## config.mk

```make
export PLATFORM = sky130hd
export DESIGN_NAME = inst_slot_alloc
export DESIGN_NICKNAME = d
export VERILOG_FILES = /design/src/rtl/inst_slot_alloc.sv
export SDC_FILE = /design/constraint.sdc
export NUM_CORES = 1
export LEC_CHECK = 0
export CAP_MARGIN = 30
export CORE_ASPECT_RATIO = 0.75
export CORE_MARGIN = 1.5
export CORE_UTILIZATION = 45
export CTS_CLUSTER_DIAMETER = 200
export DETAILED_ROUTE_END_ITERATION = 12
export DONT_BUFFER_PORTS = 1
export MAX_ROUTING_LAYER = met4
export SYNTH_ARGS = -nofsm -noshare
export SYNTH_HDL_FRONTEND = slang
export SYNTH_SLANG_ARGS = --single-unit
```

## constraint.sdc

```tcl
create_clock -name clk -period 8.1 [get_ports clk]
set_input_delay 2.025 -clock clk [delete_from_list [all_inputs] [get_ports clk]]
set_output_delay 2.025 -clock clk [all_outputs]
set_load 0.01 [all_outputs]
```

## src/rtl/inst_slot_alloc.sv

```systemverilog
// inst_slot_alloc: decodes RV32 instructions, allocates the lowest free buffer slot, and drives register fields to the dependency table
module inst_slot_alloc #(
    parameter int bs     = 32,
    parameter int regnum = 16
) (
    input  logic                     clk,
    input  logic                     rst,
    input  logic                     in_valid,
    output logic                     in_ready,
    input  logic [31:0]              in_instr,
    output logic                     wr_en,
    output logic [$clog2(bs)-1:0]    buffer_index,
    output logic [$clog2(regnum)-1:0] rd,
    output logic [$clog2(regnum)-1:0] rs1,
    output logic [$clog2(regnum)-1:0] rs2,
    input  logic                     retire_valid,
    input  logic [$clog2(bs)-1:0]    retire_index,
    output logic [bs-1:0]            slot_valid,
    input  logic [$clog2(bs)-1:0]    rd_index,
    output logic [31:0]              rd_instr,
    output logic                     full,
    output logic                     empty,
    output logic [$clog2(bs):0]      count,
    output logic                     illegal
);
    localparam int idx_w = $clog2(bs);
    localparam int reg_w = $clog2(regnum);
    localparam int cnt_w = idx_w + 1;
    localparam logic [5:0] reg_lim = 6'(regnum);

    logic [31:0]      mem_q [bs];
    logic [bs-1:0]    slot_valid_q, slot_valid_d;
    logic [idx_w:0]   count_q, count_d;
    logic             wr_en_q, wr_en_d, illegal_q, illegal_d;
    logic [idx_w-1:0] buffer_index_q, buffer_index_d, free_idx;
    logic [reg_w-1:0] rd_q, rd_d, rs1_q, rs1_d, rs2_q, rs2_d;
    logic [6:0]       opcode;
    logic [4:0]       f_rd, f_rs1, f_rs2;
    logic             use_rd, use_rs1, use_rs2, legal, accept, alloc, ret_hit;

    assign full         = &slot_valid_q;
    assign empty        = ~|slot_valid_q;
    assign in_ready     = !full;
    assign accept       = in_valid && in_ready;
    assign alloc        = accept && legal;
    assign ret_hit      = retire_valid && slot_valid_q[retire_index];
    assign rd_instr     = mem_q[rd_index];
    assign slot_valid   = slot_valid_q;
    assign count        = count_q;
    assign wr_en        = wr_en_q;
    assign illegal      = illegal_q;
    assign buffer_index = buffer_index_q;
    assign rd           = rd_q;
    assign rs1          = rs1_q;
    assign rs2          = rs2_q;

    // Field usage by opcode; any used field beyond the register file makes the instruction illegal
    always_comb begin
        opcode  = in_instr[6:0];
        f_rd    = in_instr[11:7];
        f_rs1   = in_instr[19:15];
        f_rs2   = in_instr[24:20];
        use_rd  = opcode inside {7'h33, 7'h13, 7'h03, 7'h67, 7'h37, 7'h17, 7'h6f};
        use_rs1 = opcode inside {7'h33, 7'h13, 7'h03, 7'h67, 7'h23, 7'h63};
        use_rs2 = opcode inside {7'h33, 7'h23, 7'h63};
        legal   = !((use_rd && {1'b0, f_rd} >= reg_lim) || (use_rs1 && {1'b0, f_rs1} >= reg_lim) ||
                    (use_rs2 && {1'b0, f_rs2} >= reg_lim));
    end

    // Lowest-numbered free slot in the pre-edge bitmap
    always_comb begin
        free_idx = '0;
        for (int i = bs - 1; i >= 0; i--)
            if (!slot_valid_q[i]) free_idx = idx_w'(i);
    end

    // Next state: retire only hits occupied slots, so it never collides with the slot being allocated
    always_comb begin
        slot_valid_d = slot_valid_q;
        if (ret_hit) slot_valid_d[retire_index] = 1'b0;
        if (alloc) slot_valid_d[free_idx] = 1'b1;
        count_d        = count_q + cnt_w'(alloc) - cnt_w'(ret_hit);
        wr_en_d        = alloc;
        illegal_d      = accept && !legal;
        buffer_index_d = alloc ? free_idx : buffer_index_q;
        rd_d           = alloc ? (use_rd ? f_rd[reg_w-1:0] : '0) : rd_q;
        rs1_d          = alloc ? (use_rs1 ? f_rs1[reg_w-1:0] : '0) : rs1_q;
        rs2_d          = alloc ? (use_rs2 ? f_rs2[reg_w-1:0] : '0) : rs2_q;
    end

    // Control and output registers, cleared asynchronously
    always_ff @(posedge clk or posedge rst) begin
        if (rst) begin
            slot_valid_q   <= '0;
            count_q        <= '0;
            wr_en_q        <= 1'b0;
            illegal_q      <= 1'b0;
            buffer_index_q <= '0;
            rd_q           <= '0;
            rs1_q          <= '0;
            rs2_q          <= '0;
        end else begin
            slot_valid_q   <= slot_valid_d;
            count_q        <= count_d;
            wr_en_q        <= wr_en_d;
            illegal_q      <= illegal_d;
            buffer_index_q <= buffer_index_d;
            rd_q           <= rd_d;
            rs1_q          <= rs1_d;
            rs2_q          <= rs2_d;
        end
    end

    // Instruction storage, intentionally not reset
    always_ff @(posedge clk) begin
        if (alloc) mem_q[free_idx] <= in_instr;
    end
endmodule
```

=== Yosys cells after proc, flatten, opt, wreduce, memory -nomap -nowiden ===
Memory sizes are Yosys's and may differ from the RTL's.
Cells that the tools add are included.

* Logic and storage cells: 94
* Bits of input ports: 46
* Memories kept: 1
* Register bits after elaboration: 57
* Memory bits (writable): 1024
* Output and inout bits: 92

* Multiplexer cells: 45
* Eq/ne operators: 9
* Order comparisons: 7
* Add/subtract/negate cells: 2
* Reductions and logical operators: 19
* Bitwise logic cells: 3

{| class="wikitable"
|+ Memories
! memory !! depth !! bits a word !! read ports !! clocked after memory_dff !! wr ports !! RTL line !! RTL
|-
| mem_q || 32 || 32 || 1 || 0 || 1 || 31 || <nowiki>logic [31:0] mem_q [bs];</nowiki>
|}

{| class="wikitable"
|+ Operator list
! kind !! count
|-
| 2-to-1 mux 5 bit || 32
|-
| 2-to-1 mux 32 bit || 2
|-
| AND 32 bit || 1
|-
| NOT 32 bit || 1
|-
| OR 32 bit || 1
|-
| AND reduction 32 bit || 1
|-
| OR reduction 32 bit || 1
|-
| equality test 7 x 6 -> 1 bit, second input constant || 3
|-
| equality test 7 bit, second input constant || 3
|-
| >= comparator 5 bit, second input constant || 3
|-
| equality test 7 x 5 -> 1 bit, second input constant || 2
|-
| < comparator 5 x 6 -> 1 bit, second input constant || 2
|-
| 2-to-1 mux 4 bit || 3
|-
| demux 1 bit (select 5 bit) || 2
|-
| >= comparator 5 x 1 -> 1 bit, second input constant || 2
|-
| logical AND 1 bit || 9
|-
| equality test 7 x 2 -> 1 bit, second input constant || 1
|-
| nonzero test 7 bit || 1
|-
| adder 6 x 1 -> 6 bit || 1
|-
| nonzero test 6 bit || 1
|-
| subtractor 6 x 1 -> 6 bit || 1
|-
| binary-select mux 1 bit (select 5 bit) || 1
|-
| 2-to-1 mux 1 bit || 5
|-
| logical NOT 1 bit || 3
|-
| 2 further kinds || 3
|}

=== Longest topological paths before layout ===
Gate-level depths: netlist of the first run.

* Depth in word-level cells: 38
* Gate-level depth with buffers: 17
* Gate-level depth less buffers: 14

=== Worst setup path after synthesis of the first run ===
No wires, ideal clock.

* Path kind: in2reg
* Start: input in_instr[5]
* End: memory mem_q[1][0], enable pin
* Path buffers: 0
* Setup slack: 1.345 ns
* Data arrival time: 6.254 ns
* Stages on the path: 6
* Data required time: 7.598 ns
* Path through: and4b_1 > a311oi_1 > o32ai_1 > a211oi_1 > nand2_1 > nor4_1

* Cells in the longest elaborated chain, start to end: 9
* Elaborated cells on any way between the ends: 21

{| class="wikitable"
|+ RTL lines
! what !! RTL line !! RTL
|-
| start, declared || 10 || <nowiki>input logic [31:0] in_instr,</nowiki>
|-
| equality test 7 x 6 -> 1 bit, or another cell as far along || 63, 64, 65 ||
|-
| nonzero test 7 bit / nonzero test 6 bit (equally long branches) || 63, 64 ||
|-
| logical AND 1 bit || 66 || <nowiki>legal = !((use_rd && {1'b0, f_rd} >= reg_lim) || (use_rs1 && {1'b0, f_rs1} >= reg_lim) ||</nowiki>
|-
| logical OR 1 bit || 66 ||
|-
| logical OR 1 bit * || 66 ||
|-
| logical NOT 1 bit * || 66 ||
|-
| logical AND 1 bit * || 45 || <nowiki>assign alloc = accept && legal;</nowiki>
|-
| 2-to-1 mux 1 bit * || 116 || <nowiki>if (alloc) mem_q[free_idx] <= in_instr;</nowiki>
|-
| 2-to-1 mux 1 bit (implied by the code) * || 116 ||
|-
| end, declared || 31 ||
|}

Mark *: on every way between the ends. The rest lies on a longest branch, timed or not.

=== Final worst setup path of the first run ===
* Start: input rd_index[0]
* End: output rd_instr[10]

* Cells in the longest elaborated chain, start to end: 1

{| class="wikitable"
|+ RTL lines
! what !! RTL line !! RTL
|-
| start, declared || 19 || <nowiki>input logic [$clog2(bs)-1:0] rd_index,</nowiki>
|-
| memory read (32 x 32 bit) || - ||
|-
| end, declared || 20 || <nowiki>output logic [31:0] rd_instr,</nowiki>
|}

Every way passes these cells.

==> flow_metrics.tcl, run 1 <==
set metrics [dict create \
    crit_top_cell "mux4_2" \
    path_buf_inv 0 \
    track_usage_pct 22.6 \
    place.gp.congestion 0.873 \
    final_cell_mix "1,024 x edfxtp_1, 322 x mux4_2, 107 x clkbuf_16" \
    rsz0062_at_grt "false" \
    yosysSeqAreaShare_pct 76.0 \
    path_clk_slew_ns 0.06 \
    slew_headroom_pct 33.0 \
    place_inst 3067 \
    hold_depth 2 \
    ir_worst_vdd_mv 0.297 \
    antenna_found_initial 1 \
    startpoint_type "primary input" \
    crit_chain "mux4_2 -> mux4_2 -> mux2_2" \
    synth-seq-cells 1081 \
    io_buffers 0 \
    cts_buffers 105 \
    drv_cap 0 \
    required_ns 6.08 \
    synth_simple_gate_area_share_pct 2.10 \
    cp_slowest_cell "mux4_2" \
    viasPerCell 6.19 \
    cp_num_cells 3 \
    fp-row-count 97 \
    clk-insertion-delay-late_ns 0.68 \
    setup_violations 0 \
    ys_warn_count 0 \
    core_area_um2 93300 \
    dr_total_vias 20200 \
    cts.sinks 1081 \
    r2r_start "slot_valid[5]" \
    cp-end-kind "primary output" \
    detailed_place.area_um2 44100 \
    hold_slack_ns 0.552 \
    layout-drive-gt1-share_pct 29.1 \
    layout_commonest_cell "edfxtp_1" \
    ant_nets 0 \
    final_cells 3261 \
    hpwl_um 51100 \
    post_cts_buffers 0 \
    synth_nets 1935 \
    layout_min_cycle_time_ns 6.04 \
    post-route-period-util_pct 74.6 \
    cp_max_fo 256 \
    hold_start "rd[1]" \
    grt_pass1_wl_um 148000 \
    wl_per_cell_um 31.7 \
    crit_path_start "rd_index[0]" \
    die_w_um 357 \
    p_per_area_nw_per_um2 285 \
    die-area_um2 96000 \
    cts_max_level 3 \
    cpPeakStageDelay_ns 0.72 \
    die_h_um 269 \
    drc 0 \
    async_flop_share_pct 5.27 \
    pin_count 138 \
    syn_avg_cell_area_um2 22.5 \
    syn_area_um2 42300 \
    first_pass_iters 5 \
    synth_top_family_by_area "multiplexers" \
    synthDistinctLibCells 60 \
    rr_worst_depth 8 \
    hold_violations 0 \
    cts_resized 0 \
    nets 1990 \
    yosys.area_share.xor_xnor_pct 0.103 \
    ctsHoldBuffers 0 \
    path_class "primary input to primary output" \
    synthToLayoutAreaGrowth_pct 11.8 \
    first_global_vias 20400 \
    cts-root-buf "clkbuf_16" \
    fmax_mhz 166 \
    hold_class "register to register" \
    synthMuxAreaShare_pct 18.3 \
    drt_iter0_markers 2127 \
    ys.flop_type "edfxtp_1" \
    maxSlewViolCount 0 \
    cp.arrival_ns 4.01 \
    cts_tree "yes" \
    synth_adder_area_share_pct 0.225 \
    fin_area_um2 47300 \
    worst_pin_slew_ns 1.01 \
    synth_compound_gate_area_share_pct 1.97 \
    critPathTopFamily "multiplexers" \
    initial_core_util_pct 45.4 \
    grt_max_degree 257 \
    syn_inst 1882 \
    wl_um 103000 \
    synth-edff-count 1024 \
    p_leak_nw 14.7 \
    status "complete, no violations" \
    fin_skew_ns 0.0228 \
    grt.overflow.total 0 \
    ctsLongestPathBuffers 3 \
    setup_tns_ns 0 \
]
-- worst min-delay path: stages, from the launching register on --
cell and delay, ns:
dfrtp_1 0.40, nand2_1 0.06, o21ai_0 0.06
-- path summary, 6_finish.rpt --
path | endpoint | slack, ns
setup reg to reg | mem_q[27][14] | 3.82
max in group asynchronous | rs1[3] | 6.05
min in group asynchronous | slot_valid[13] | 1.48
setup / recovery | rd_instr[10] | 2.06
hold / removal | rd[1] | 0.55
hold reg to reg | rd[1] | 0.55
-- final cells by class --
| cell class | count | area, um2 |
|---|---|---|
| well taps | 1237 | 1550 |
| clock buffers | 136 | 2790 |
| repair buffers | 47 | 445 |
| multi-input cells | 681 | 9830 |
| clock inverters | 57 | 460 |
| flip-flops and latches | 1081 | 32200 |
| diodes | 1 | 2.50 |
| fillers | 7289 | 46000 |
| inverters | 21 | 78.8 |
-- cell usage after synthesis (3+ instances only) --
cell	count	area, um2
o21ai_1	5	25.0
o32ai_1	4	35.0
nand2b_1	5	31.3
buf_4	19	143
clkbuf_1	43	161
dfrtp_1	57	1430
nor2_1	37	139
mux4_2	322	7250
a21o_1	3	22.5
nand3_1	11	55.1
ha_1	6	75.1
mux2_2	32	360
buf_2	22	110
nor2b_1	7	43.8
nor4_1	10	62.6
nand2_1	62	233
nand4_1	8	50.1
nor3_1	15	75.1
mux2i_1	12	120
and4_1	6	52.6
o21ai_0	35	175
buf_1	11	41.3
nand3b_1	4	30.0
a311oi_1	4	35.0
o31ai_1	34	255
inv_1	21	78.8
or2_2	5	31.3
a21oi_1	8	40.0
edfxtp_1	1024	30700
o22ai_1	9	56.3
xnor2_1	5	43.8
-- where the power goes --
part / switching [mW] / internal [mW]
clock network: 2.05 / 2.59
registers: 0.250 / 6.77
logic: 1.23 / 0.618
-- metal layers --
| layer | vias up | global-route usage (%) | share of wire [%] |
|---|---|---|---|
| met1 | 11100 | 31.9 | 43 |
| li1 | 8143 | - | - |
| met3 | 143 | 4.23 | 7.2 |
| met4 | 0 | 5.50 | 2.1 |
| met5 | - | - | 0 |
| met2 | 771 | 34.6 | 48 |
-- sequential cells by signal, indices dropped and copies added (netlist names) --
signal / cells
count: 6
rs2: 4
wr_en: 1
slot_valid: 32
rs1: 4
buffer_index: 5
rd: 4
illegal: 1
mem_q: 1024
-- through the flow --
stage | utilization, % | setup slack [ns] | power (mW)
after floorplan | - | 1.34 | 8.21
after global placement | 47.1 | 2.45 | 8.93
after detailed placement | 47.2 | 2.43 | 8.99
after CTS | 50.7 | 2.49 | 13.6
after global routing | 50.7 | 2.20 | 13.9
final | 50.7 | 2.06 | 13.5
-- logic make-up (layout without fill, tap and decap cells) --
family,Yosys count,count (layout)
compound gates,123,123
xor+xnor,5,5
fa+ha+maj,7,7
buf+inv,120,261
flops,1081,1081
mux,366,366
other cells,0,1
simple gates,180,180
No activity file was read; power rests on OpenSTA's default activity.
==> inputs of run 2 (changes only) <==
==> constraint.sdc (replaced) <==
create_clock -name clk -period 6.27 [get_ports clk]
set_input_delay 1.5675 -clock clk [delete_from_list [all_inputs] [get_ports clk]]
set_output_delay 1.5675 -clock clk [all_outputs]
set_load 0.01 [all_outputs]
==> run 2 against run 1 <==
Effect of this change:
- global-route usage down 0.21 points
- worst setup slack worse by 1.1 ns
- design area about the same
- combinational power up 31%
- critical endpoint is now rd_instr[1]
- worst hold slack about the same
- highest routed layer unchanged
- register-to-register slack worse by 1.4 ns
- critical path depth unchanged
- cell count down 0.28%
- largest power group unchanged
- sequential share of layout area about the same
==> flow_metrics.tcl, run 2 (synthesized netlist as in run 1, its figures left out) <==
set metrics [dict create \
    status "complete, no violations" \
    first_global_vias 20600 \
    die-area_um2 96000 \
    p_per_area_nw_per_um2 372 \
    setup_tns_ns 0 \
    fmax_mhz 189 \
    post-route-period-util_pct 84.3 \
    slew_headroom_pct 29.9 \
    hold_class "register to register" \
    ctsLongestPathBuffers 3 \
    wl_um 102000 \
    fin_skew_ns 0.0224 \
    antenna_found_initial 1 \
    place_inst 3068 \
    cts.sinks 1081 \
    setup_violations 0 \
    required_ns 4.70 \
    core_area_um2 93300 \
    drt_iter0_markers 2287 \
    num-fill-cells 7206 \
    cp-end-kind "primary output" \
    io_buffers 0 \
    fp-row-count 97 \
    cts-root-buf "clkbuf_16" \
    synthToLayoutAreaGrowth_pct 11.8 \
    final_cells 3252 \
    cts_tree "yes" \
    viasPerCell 6.16 \
    initial_core_util_pct 45.4 \
    post_cts_buffers 0 \
    grt_max_degree 257 \
    largest_reg_flops 1024 \
    die_w_um 357 \
    place.gp.congestion 0.873 \
    die_h_um 269 \
    wl_per_cell_um 31.5 \
    largest-register "mem_q" \
    layout_commonest_cell "edfxtp_1" \
    p_leak_nw 14.7 \
    path_clk_slew_ns 0.07 \
    cts_max_level 3 \
    hold_violations 0 \
    cp.arrival_ns 3.72 \
    grt_pass1_wl_um 147000 \
    worst_pin_slew_ns 1.05 \
    track_usage_pct 22.4 \
    ctsHoldBuffers 0 \
    first_pass_iters 7 \
    ant_nets 0 \
    drc 0 \
    hpwl_um 51400 \
    nets 1988 \
    layout_setup_ws_ns 0.986 \
    cp_max_fo 256 \
    dr_total_vias 20000 \
    rsz0062_at_grt "false" \
    drv_cap 0 \
    cts_buffers 102 \
    final_cell_mix "1,024 x edfxtp_1, 322 x mux4_2, 104 x clkbuf_16" \
    layout-drive-gt1-share_pct 29.2 \
    maxSlewViolCount 0 \
    place_ws_ns 1.48 \
    pin_count 138 \
    ir_worst_vdd_mv 0.284 \
    cts_resized 0 \
    layout_min_cycle_time_ns 5.28 \
    antenna-diode-count 0 \
    final_util_pct 50.7 \
    grt.overflow.total 0 \
    clk-insertion-delay-late_ns 0.67 \
    startpoint_type "primary input" \
    path_class "primary input to primary output" \
]
[run 2: report_power, final]
group	switching [mW]	leakage, nW	internal (mW)
Clock	2.62	1.61	3.52
Sequential	0.325	9.94	8.75
Combinational	1.61	3.17	0.821
Total	4.55	14.7	13.1
[run 2: area by class of cell]
class / instances / area, um2 / area share [%]
tap: 1237 / 1550 / 3.27
multi-input combinational: 681 / 9830 / 20.8
clock inverter: 66 / 633 / 1.34
clock buffer: 118 / 2660 / 5.61
sequential: 1081 / 32200 / 68.0
inverter: 21 / 78.8 / 0.166
timing repair buffer: 48 / 423 / 0.893
[run 2: metal layers]
layer,global-route usage (%),wire length [um],vias up
met5,-,0,-
met4,5.22,2080,0
met3,4.49,8010,160
met2,33.7,48200,841
met1,32.0,44000,10900
li1,-,-,8130
[run 2: final timing paths]
check                      cells past startpoint         endpoint  slack [ns]             from
hold reg to reg                                2  buffer_index[1]        0.55  buffer_index[1]
max in group asynchronous                      2            rd[3]        4.70              rst
min in group asynchronous                      2   slot_valid[15]        1.01              rst
setup / recovery                               3      rd_instr[1]        0.99      rd_index[0]
setup reg to reg                               8    mem_q[12][28]        2.45   slot_valid[26]
hold / removal                                 2  buffer_index[1]        0.55  buffer_index[1]
[run 2: per-stage QoR]
step | hold WS (ns) | area (um2) | power (mW)
finish | 0.552 | 47300 | 17.6
global route | 0.580 | 47300 | 18.2
CTS | 0.556 | 47300 | 17.8
detailed placement | 0.539 | 44100 | 11.7
global placement | 0.538 | 44100 | 11.6
floorplan | 0.509 | 42300 | 10.6
[run 2: worst max-delay path: stages]
cell and delay, ns:
mux4_2 0.81, mux4_2 0.52, mux2_2 0.34
